==> src/rtl/audio_sd_dac.sv <==
// Audio output stage: sample hold, soft mute/start gain ramp, one-pole smoothing
// and a second-order 1-bit delta-sigma modulator driving the audio pad.
module audio_sd_dac #(
  parameter int SAMPLE_W     = 8,
  parameter int RAMP_SHIFT   = 6,
  parameter int SMOOTH_SHIFT = 4,
  parameter int INT_W        = SAMPLE_W + 4
) (
  input  logic                clk,
  input  logic                rst_n,
  input  logic [SAMPLE_W-1:0] sample_in,
  input  logic                sample_valid,
  input  logic                mute,
  output logic                pwm_out,
  output logic                ramp_done
);
  localparam int                      GAIN_W = 9;
  localparam logic [GAIN_W-1:0]       UNITY  = 9'd256;
  localparam int                      FILT_W = SAMPLE_W + SMOOTH_SHIFT;
  localparam int                      SUM_W  = INT_W + 2;
  localparam int                      HALF   = 1 << (SAMPLE_W - 1);
  localparam logic signed [SUM_W-1:0] SAT_HI = SUM_W'((1 << (INT_W - 1)) - 1);
  localparam logic signed [SUM_W-1:0] SAT_LO = -SUM_W'(1 << (INT_W - 1));

  logic [SAMPLE_W-1:0]     held_q;
  logic [GAIN_W-1:0]       gain_q;
  logic [RAMP_SHIFT-1:0]   ramp_ctr_q;
  logic [SAMPLE_W-1:0]     scaled_q;
  logic [FILT_W-1:0]       filt_q;
  logic signed [INT_W-1:0] i1_q, i2_q;
  logic                    q_q;

  logic [SAMPLE_W+GAIN_W-1:0] prod;
  logic [SAMPLE_W:0]          scaled_w;
  logic [SAMPLE_W-1:0]        scaled_d;
  logic [FILT_W:0]            filt_sum;
  logic [FILT_W-1:0]          filt_d;
  logic [SAMPLE_W-1:0]        x;
  logic signed [SUM_W-1:0]    xc, fb, s1, s2;
  logic signed [INT_W-1:0]    i1n, i2n;
  logic                       wrap;

  function automatic logic signed [INT_W-1:0] sat(input logic signed [SUM_W-1:0] v);
    if (v > SAT_HI)      sat = SAT_HI[INT_W-1:0];
    else if (v < SAT_LO) sat = SAT_LO[INT_W-1:0];
    else                 sat = v[INT_W-1:0];
  endfunction

  // gain=256 with >>8 reproduces held exactly; the clamp only guards the 9th bit
  assign prod     = {{GAIN_W{1'b0}}, held_q} * {{SAMPLE_W{1'b0}}, gain_q};
  assign scaled_w = prod[SAMPLE_W+8:8];
  assign scaled_d = scaled_w[SAMPLE_W] ? {SAMPLE_W{1'b1}} : scaled_w[SAMPLE_W-1:0];

  // filt settles at scaled<<SMOOTH_SHIFT, so it stays inside FILT_W bits
  assign filt_sum = {1'b0, filt_q} + {{(FILT_W+1-SAMPLE_W){1'b0}}, scaled_q}
                  - {1'b0, (filt_q >> SMOOTH_SHIFT)};
  assign filt_d   = filt_sum[FILT_W-1:0];
  assign x        = filt_q[FILT_W-1:SMOOTH_SHIFT];

  assign xc  = $signed({{(SUM_W-SAMPLE_W){1'b0}}, x}) - SUM_W'(HALF);
  assign fb  = q_q ? SUM_W'(HALF) : -SUM_W'(HALF);
  assign s1  = SUM_W'(i1_q) + xc - fb;
  assign i1n = sat(s1);
  assign s2  = SUM_W'(i2_q) + SUM_W'(i1n) - fb;
  assign i2n = sat(s2);

  assign wrap = (ramp_ctr_q == {RAMP_SHIFT{1'b1}});

  always_ff @(posedge clk or negedge rst_n) begin
    if (!rst_n) begin
      held_q     <= '0;
      gain_q     <= '0;
      ramp_ctr_q <= '0;
      scaled_q   <= '0;
      filt_q     <= '0;
      i1_q       <= '0;
      i2_q       <= '0;
      q_q        <= 1'b0;
    end else begin
      if (sample_valid) held_q <= sample_in;
      ramp_ctr_q <= ramp_ctr_q + RAMP_SHIFT'(1);
      // mute is sampled only at wrap, so a toggle reverses the ramp in place
      if (wrap) begin
        if (!mute && gain_q < UNITY)       gain_q <= gain_q + GAIN_W'(1);
        else if (mute && gain_q != '0)     gain_q <= gain_q - GAIN_W'(1);
      end
      scaled_q <= scaled_d;
      filt_q   <= filt_d;
      i1_q     <= i1n;
      i2_q     <= i2n;
      q_q      <= ~i2n[INT_W-1];
    end
  end

  assign pwm_out   = q_q;
  assign ramp_done = mute ? (gain_q == '0) : (gain_q == UNITY);
endmodule

==> config.mk <==
export PLATFORM = sky130hd
export DESIGN_NAME = audio_sd_dac
export DESIGN_NICKNAME = d
export VERILOG_FILES = /design/src/rtl/audio_sd_dac.sv
export SDC_FILE = /design/constraint.sdc
export NUM_CORES = 1
export LEC_CHECK = 0
export CAP_MARGIN = 20
export CORE_AREA = 5 5 159 161
export CTS_CLUSTER_DIAMETER = 80
export DETAILED_ROUTE_END_ITERATION = 8
export DIE_AREA = 0 0 164 166
export GPL_TIMING_DRIVEN = 0
export SYNTH_ARGS = -nofsm -noshare
export SYNTH_HDL_FRONTEND = slang
export SYNTH_SLANG_ARGS = --single-unit
==> constraint.sdc <==
create_clock -name clk -period 7.21 [get_ports clk]
set_clock_uncertainty 0.2 [all_clocks]
set_input_delay 1.8025 -clock clk [delete_from_list [all_inputs] [get_ports clk]]
set_output_delay 1.8025 -clock clk [all_outputs]
set_load 0.05 [all_outputs]
==> qor.yml, run 1 <==
clock_tree:
  worstSkewPairLatency_ns: 0.34
  path_clk_slew_ns: 0.06
  cts-resized-gates: 0
  cts_tree: "built"
  cts_buffers: 9
  ctsLongestPathBuffers: 2
  root_buffer: "clkbuf_16"
  cts_max_level: 3
  clock_sinks: 68
  cts_hold_buffers: 0
  cts_setup_buffers: 0
yosys:
  synth_top_cell_by_area: "dfrtp_1"
  syn-mean-instance-area_sq_um: 9.24
  synth_common_cells: "143 x inv_1, 93 x ha_1, 68 x dfrtp_1"
  yosysMostFrequentCell: "inv_1"
  synth_ff_type: "dfrtp_1"
  ys_warn_count: 0
  synth-async-reset-ratio_pct: 100
  ys_types: 49
  synthTopCellsByArea: "dfrtp_1 24%, ha_1 17%, fa_1 17%, inv_1 7.7%, xnor2_1 3.7%"
  netlist.area_leader.share_pct: 24.3
  syn-num-nets: 922
  synth_cells: 759
  synth_edf_count: 0
  synth_seq_cells: 68
  ys_seq_area_share_pct: 24.3
  syn_area_sq_um: 7010
sta:
  fmax_mhz: 160
  hold_ws_ns: 0.269
  setup_violations: 0
  final_max_slew_viol_count: 0
  timing.final.crit_share_pct: 86.9
  fin_ws_ns: 0.941
  fin_setup_tns_ns: 0
  rsz0062_at_grt: "false"
  worst_pin_slew_ns: 0.572
  slew_headroom_pct: 60.9
  fin_crit_ns: 6.27
  finalHoldViolCount: 0
die:
  dieWidth_um: 164
  coreArea_sq_um: 23800
  die_h_um: 166
  start_util_pct: 29.4
  io_pins: 14
  rows: 57
  die_area_sq_um: 27200
finish:
  drive_above_1_share_pct: 5.08
  syn_to_final_growth_pct: 12.8
  n_fill_cell: 2499
  finalNetCount: 946
  diodes: 0
setup_path:
  required_ns: 7.20
  criticalPathCategory: "flop to flop"
  endpoint_kind: "flop"
  cp_max_fo: 9
  start_kind: "flop"
  crit_top_cell: "a21oi_1"
  cp_top_family: "compound AO/OA/AOI/OAI gates"
  crit_chain: "fa_1 -> ha_1 -> a21oi_1 -> nand2_1 -> a21o_1 -> or3_1 -> a21oi_1 -> nor2_1 -> a21oi_1 -> ha_1 -> inv_1 -> ha_1 -> nor2b_1 -> o21ai_0 -> nand2b_1 -> a21o_1 -> a21o_1 -> a21oi_1 -> o21ai_0 -> mux2i_1 -> nand2_1 -> o21ai_2 -> o21ai_0"
  cp_num_buf_inv: 1
  cp.arrival_ns: 6.26
  critical-path-slowest-cell: "dfrtp_1"
  crit_path_max_incr_delay_ns: 0.68
hold_path:
  hold_class: "flop to flop"
place:
  io_buffers: 12
  dp_slack_ns: 0.880
  place.gp.congestion: 0.803
  place_hpwl_um: 10300
detailed_routing:
  avgRoutedWirePerCell_um: 11.7
  first_pass_iters: 4
  vias: 4955
  remaining_drc_errors: 0
  drt-total-wl_um: 13000
  vias_per_cell: 4.46
  ant_nets: 0
  drtIter0Drc: 153
power_and_ir_drop:
  p_per_area_nw_per_um2: 120
  irDropWorstVdd_mv: 0.117
  leakagePower_uw: 0.00411
global_routing:
  grt_max_degree: 53
  track_usage_pct: 10.5
  overflow: 0
  grt_pass1_vias: 5201
  antenna_found_initial: 0
  grt_pass1_wl_um: 23700
job:
  cap_violations: 0
outcome:
  outcome: "finished clean"
-- logic make-up (layout without fill, tap and decap cells) --
logic type	count (synthesis)	in the layout	share of synthesized area [%]
buf+inv	160	189	8.57
mux	14	14	2.21
fa+ha+maj	151	151	33.2
xor+xnor	47	47	5.87
compound gates	143	143	13.2
simple gates	176	176	12.7
flops	68	68	24.3
-- where the power goes --
part / switching (uW) / internal, uW / total [uW]
Sequential: 3.40 / 386 / 390
Combinational: 25.0 / 14.6 / 39.6
Clock: 172 / 347 / 519
Total: 200 / 748 / 948
-- path summary, 6_finish.rpt --
path	cells after the start	to	from	slack (ns)
setup / recovery	23	i2_q[2]	pwm_out	0.94
hold / removal	1	ramp_ctr_q[5]	ramp_ctr_q[5]	0.27
setup reg to reg	23	i2_q[2]	pwm_out	0.94
hold reg to reg	1	ramp_ctr_q[5]	ramp_ctr_q[5]	0.27
max in group asynchronous	2	gain_q[6]	rst_n	5.12
min in group asynchronous	1	i1_q[10]	rst_n	1.14
-- layout by cell type, fill, tap and decap left out, types with 11 or more instances in the layout --
cell type | synthesis | routed
inv_1 | 143 | 143
ha_1 | 93 | 93
dfrtp_1 | 68 | 68
nand2_1 | 65 | 65
fa_1 | 58 | 58
a21oi_1 | 50 | 50
and2_1 | 38 | 38
o21ai_0 | 30 | 30
xnor2_1 | 30 | 30
a21o_1 | 23 | 23
xor2_1 | 17 | 17
clkbuf_1 | 17 | 17
nor2_1 | 16 | 16
nand2b_1 | 14 | 14
mux2_2 | 12 | 12
clkdlybuf4s50_1 | 0 | 11
-- routing by layer --
metal  up-vias  part of all wire, %  global-route usage (%)
met5         -                    0                       0
li1       2514                    -                       -
met2        36                   47                    17.4
met3        13                  1.7                    1.76
met4         0                  1.7                    3.32
met1      2392                   49                    13.9
-- final cells by class --
class / count / area, sq um / area share, %
inverter: 143 / 537 / 6.78
tap: 324 / 405 / 5.12
buffer: 17 / 63.8 / 0.806
clock buffer: 10 / 239 / 3.02
multi-input combinational: 531 / 4710 / 59.5
clock inverter: 6 / 111 / 1.41
timing repair buffer: 13 / 145 / 1.83
sequential: 68 / 1700 / 21.5
-- flip-flops by register name, indices dropped and copies added (netlist names) --
signal	count
held_q	8
pwm_out	1
i2_q	12
gain_q	9
ramp_ctr_q	6
filt_q	12
scaled_q	8
i1_q	12
-- per-stage QoR --
stage	total power, uW	utilization [%]	instances	cell area (sq um)
after floorplan	413	-	759	7010
after global placement	436	31.6	1095	7540
after detailed placement	438	31.7	1096	7560
after CTS	970	33.2	1112	7910
after global routing	986	33.2	1112	7910
final	948	33.2	1112	7910
Note: power is estimated with default switching activity, not from simulation.
==> run 2: changes to the inputs <==
- CORE_AREA: 5 5 159 161 -> 2 2 156 158
- DIE_AREA: 0 0 164 166 -> 0 0 158 160
==> run 2 against run 1 <==
Effect of this change: design area down 1.0%; global-route usage up 1.1 points; final cell count unchanged; first-iteration DRC count down 3.9%; count of clock-buffer cells in the layout up 2; power down 11%; setup slack worse by 0.077 ns.
==> qor.yml, run 2 (synthesized netlist as in run 1, its figures left out) <==
sta:
  fin_ws_ns: 0.865  # -0.0766 ns
  slew_headroom_pct: 60.4  # -0.55 points
  fmax_mhz: 158  # -1.2%
  fin_crit_ns: 6.35  # +0.0766 ns
  rsz0062_at_grt: "false"
  finalHoldViolCount: 0  # unchanged
  setup_violations: 0  # unchanged
  fin_setup_tns_ns: 0  # unchanged
  timing.final.crit_share_pct: 88.0  # +1.1 points
  final_max_slew_viol_count: 0  # unchanged
  worst_pin_slew_ns: 0.589  # +0.0176 ns
clock_tree:
  path_clk_slew_ns: 0.06  # about the same
  clock_sinks: 68  # unchanged
  root_buffer: "clkbuf_16"
  cts_tree: "built"
  cts_buffers: 9  # unchanged
  cts-resized-gates: 0  # unchanged
  worstSkewPairLatency_ns: 0.34  # about the same
  cts_setup_buffers: 0  # unchanged
  ctsLongestPathBuffers: 2  # unchanged
  cts_max_level: 3  # unchanged
  cts_hold_buffers: 0  # unchanged
place:
  dp.cells: 1096  # unchanged
  io_buffers: 12  # unchanged
  dp_slack_ns: 0.833  # -0.0467 ns
  place.gp.congestion: 0.808  # +0.55%
  place_hpwl_um: 10400  # +1.2%
global_routing:
  antenna_found_initial: 0  # unchanged
  grt_pass1_wl_um: 23800  # +0.23%
  overflow: 0  # unchanged
  grt_max_degree: 53  # unchanged
  grt_pass1_vias: 5147  # -1.0%
  track_usage_pct: 11.6  # +1.1 points
setup_path:
  r2r_slack_ns: 0.86  # -0.08 ns
  crit_chain: "fa_1 -> ha_1 -> a21oi_1 -> nand2_1 -> a21o_1 -> or3_1 -> a21oi_1 -> nor2_1 -> a21oi_1 -> ha_1 -> inv_1 -> ha_1 -> nor2b_1 -> o21ai_0 -> nand2b_1 -> a21o_1 -> a21o_1 -> a21oi_1 -> o21ai_0 -> mux2i_1 -> nand2_1 -> a21oi_2 -> o21ai_0"
  critical-path-slowest-cell: "dfrtp_1"
  crit_path_max_incr_delay_ns: 0.68  # about the same
  rr_startpoint: "pwm_out"
  crit_top_cell: "a21oi_1"
  criticalPathCategory: "flop to flop"
  cp_max_fo: 9  # unchanged
  endpoint_kind: "flop"
  start_kind: "flop"
  cp.arrival_ns: 6.33  # +0.07 ns
  crit_path_start: "pwm_out"
  required_ns: 7.20  # about the same
finish:
  mostFrequentLayoutCells: "143 x inv_1, 93 x ha_1, 68 x dfrtp_1"
  drive_above_1_share_pct: 4.82  # -0.25 points
  instances_no_fill: 1112  # unchanged
  n_fill_cell: 2499  # unchanged
  syn_to_final_growth_pct: 11.7
  finalNetCount: 946  # unchanged
  diodes: 0  # unchanged
  final_common_cell: "inv_1"
  top_regs: "filt_q (12), i1_q (12), i2_q (12)"
detailed_routing:
  first_pass_iters: 4  # unchanged
  remaining_drc_errors: 0  # unchanged
  drtIter0Drc: 147  # -3.9%
  vias: 4924  # -0.63%
  vias_per_cell: 4.43  # -0.63%
  avgRoutedWirePerCell_um: 11.9  # +2.0%
  ant_nets: 0  # unchanged
  drt-total-wl_um: 13200  # +2.0%
power_and_ir_drop:
  leakagePower_uw: 0.00407  # -0.98%
  irDropWorstVdd_mv: 0.141  # +21%
  p_per_area_nw_per_um2: 108  # -10%
  total_power_uw: 844  # -11%
die:
  start_util_pct: 29.4  # unchanged
  die_area_sq_um: 25300  # -7.1%
  die_h_um: 160  # -3.6%
  dieWidth_um: 158  # -3.7%
  coreArea_sq_um: 23800  # unchanged
  rows: 57  # unchanged
  io_pins: 14  # unchanged
hold_path:
  hold_class: "flop to flop"
  min-delay-start: "ramp_ctr_q[4]"
outcome:
  outcome: "finished clean"
job:
  cap_violations: 0  # unchanged
run 2: changes by cell type in the layout (fill, tap and decap cells not counted):
cell / delta
clkinv_2: +1
clkbuf_1: +2
bufinv_16: -3
clkinvlp_4: +1
clkinv_4: -1
run 2: final cells by class:
type / instances / area [sq um] / share of cell area, %
plain buffers: 17 / 63.8 / 0.815
flip-flops and latches: 68 / 1700 / 21.7
clock inverters: 4 / 25.0 / 0.319
repair buffers: 13 / 145 / 1.85
inverters: 143 / 537 / 6.85
well taps: 324 / 405 / 5.17
clock buffers: 12 / 246 / 3.15
multi-input cells: 531 / 4710 / 60.1
run 2: metal layers:
metal  GRT usage, %  vias up  share of wire (%)
met5              0        -                  0
met4           3.44        0                1.2
met3           2.09        9                1.8
met2           19.3       35                 47
met1           15.3     2359                 50
li1               -     2521                  -
run 2: final timing paths:
path / end / cells past startpoint
worst max-delay path: i2_q[6] / 23
worst min-delay path: ramp_ctr_q[4] / 1
worst max register to register: i2_q[6] / 23
worst min register to register: ramp_ctr_q[4] / 1
max in group asynchronous: ramp_ctr_q[0] / 2
min in group asynchronous: i1_q[9] / 1
run 2: per-stage QoR:
| step | hold WS [ns] | util, % | area, sq um |
|---|---|---|---|
| final | 0.266 | 32.9 | 7830 |
| after global routing | 0.279 | 32.9 | 7830 |
| after CTS | 0.268 | 32.9 | 7830 |
| after detailed placement | 0.257 | 31.7 | 7560 |
| after global placement | 0.252 | 31.6 | 7540 |
| after floorplan | 0.238 | - | 7010 |
run 2: power breakdown:
group	leakage, uW	switching (uW)	internal [uW]
Sequential	0.000892	3.61	386
Combinational	0.00305	25.6	14.6
Clock	0.000129	173	241
Total	0.00407	202	642
run 2: worst max-delay path, delay by kind of cell, from the launching register on:
kind / cells / cell delay [ns]
compound gates: 11 / 2.57
fa+ha+maj: 4 / 1.43
simple gates: 6 / 1.02
flops: 1 / 0.68
mux: 1 / 0.23
buf+inv: 1 / 0.05
==> run 3: changes to the inputs <==
- CAP_MARGIN: 20 -> not set
- HOLD_SLACK_MARGIN: not set -> 0.03
- TNS_END_PERCENT: not set -> 1
==> results of run 3 <==
Final layout, timing and power as in run 2 (identical DEF).
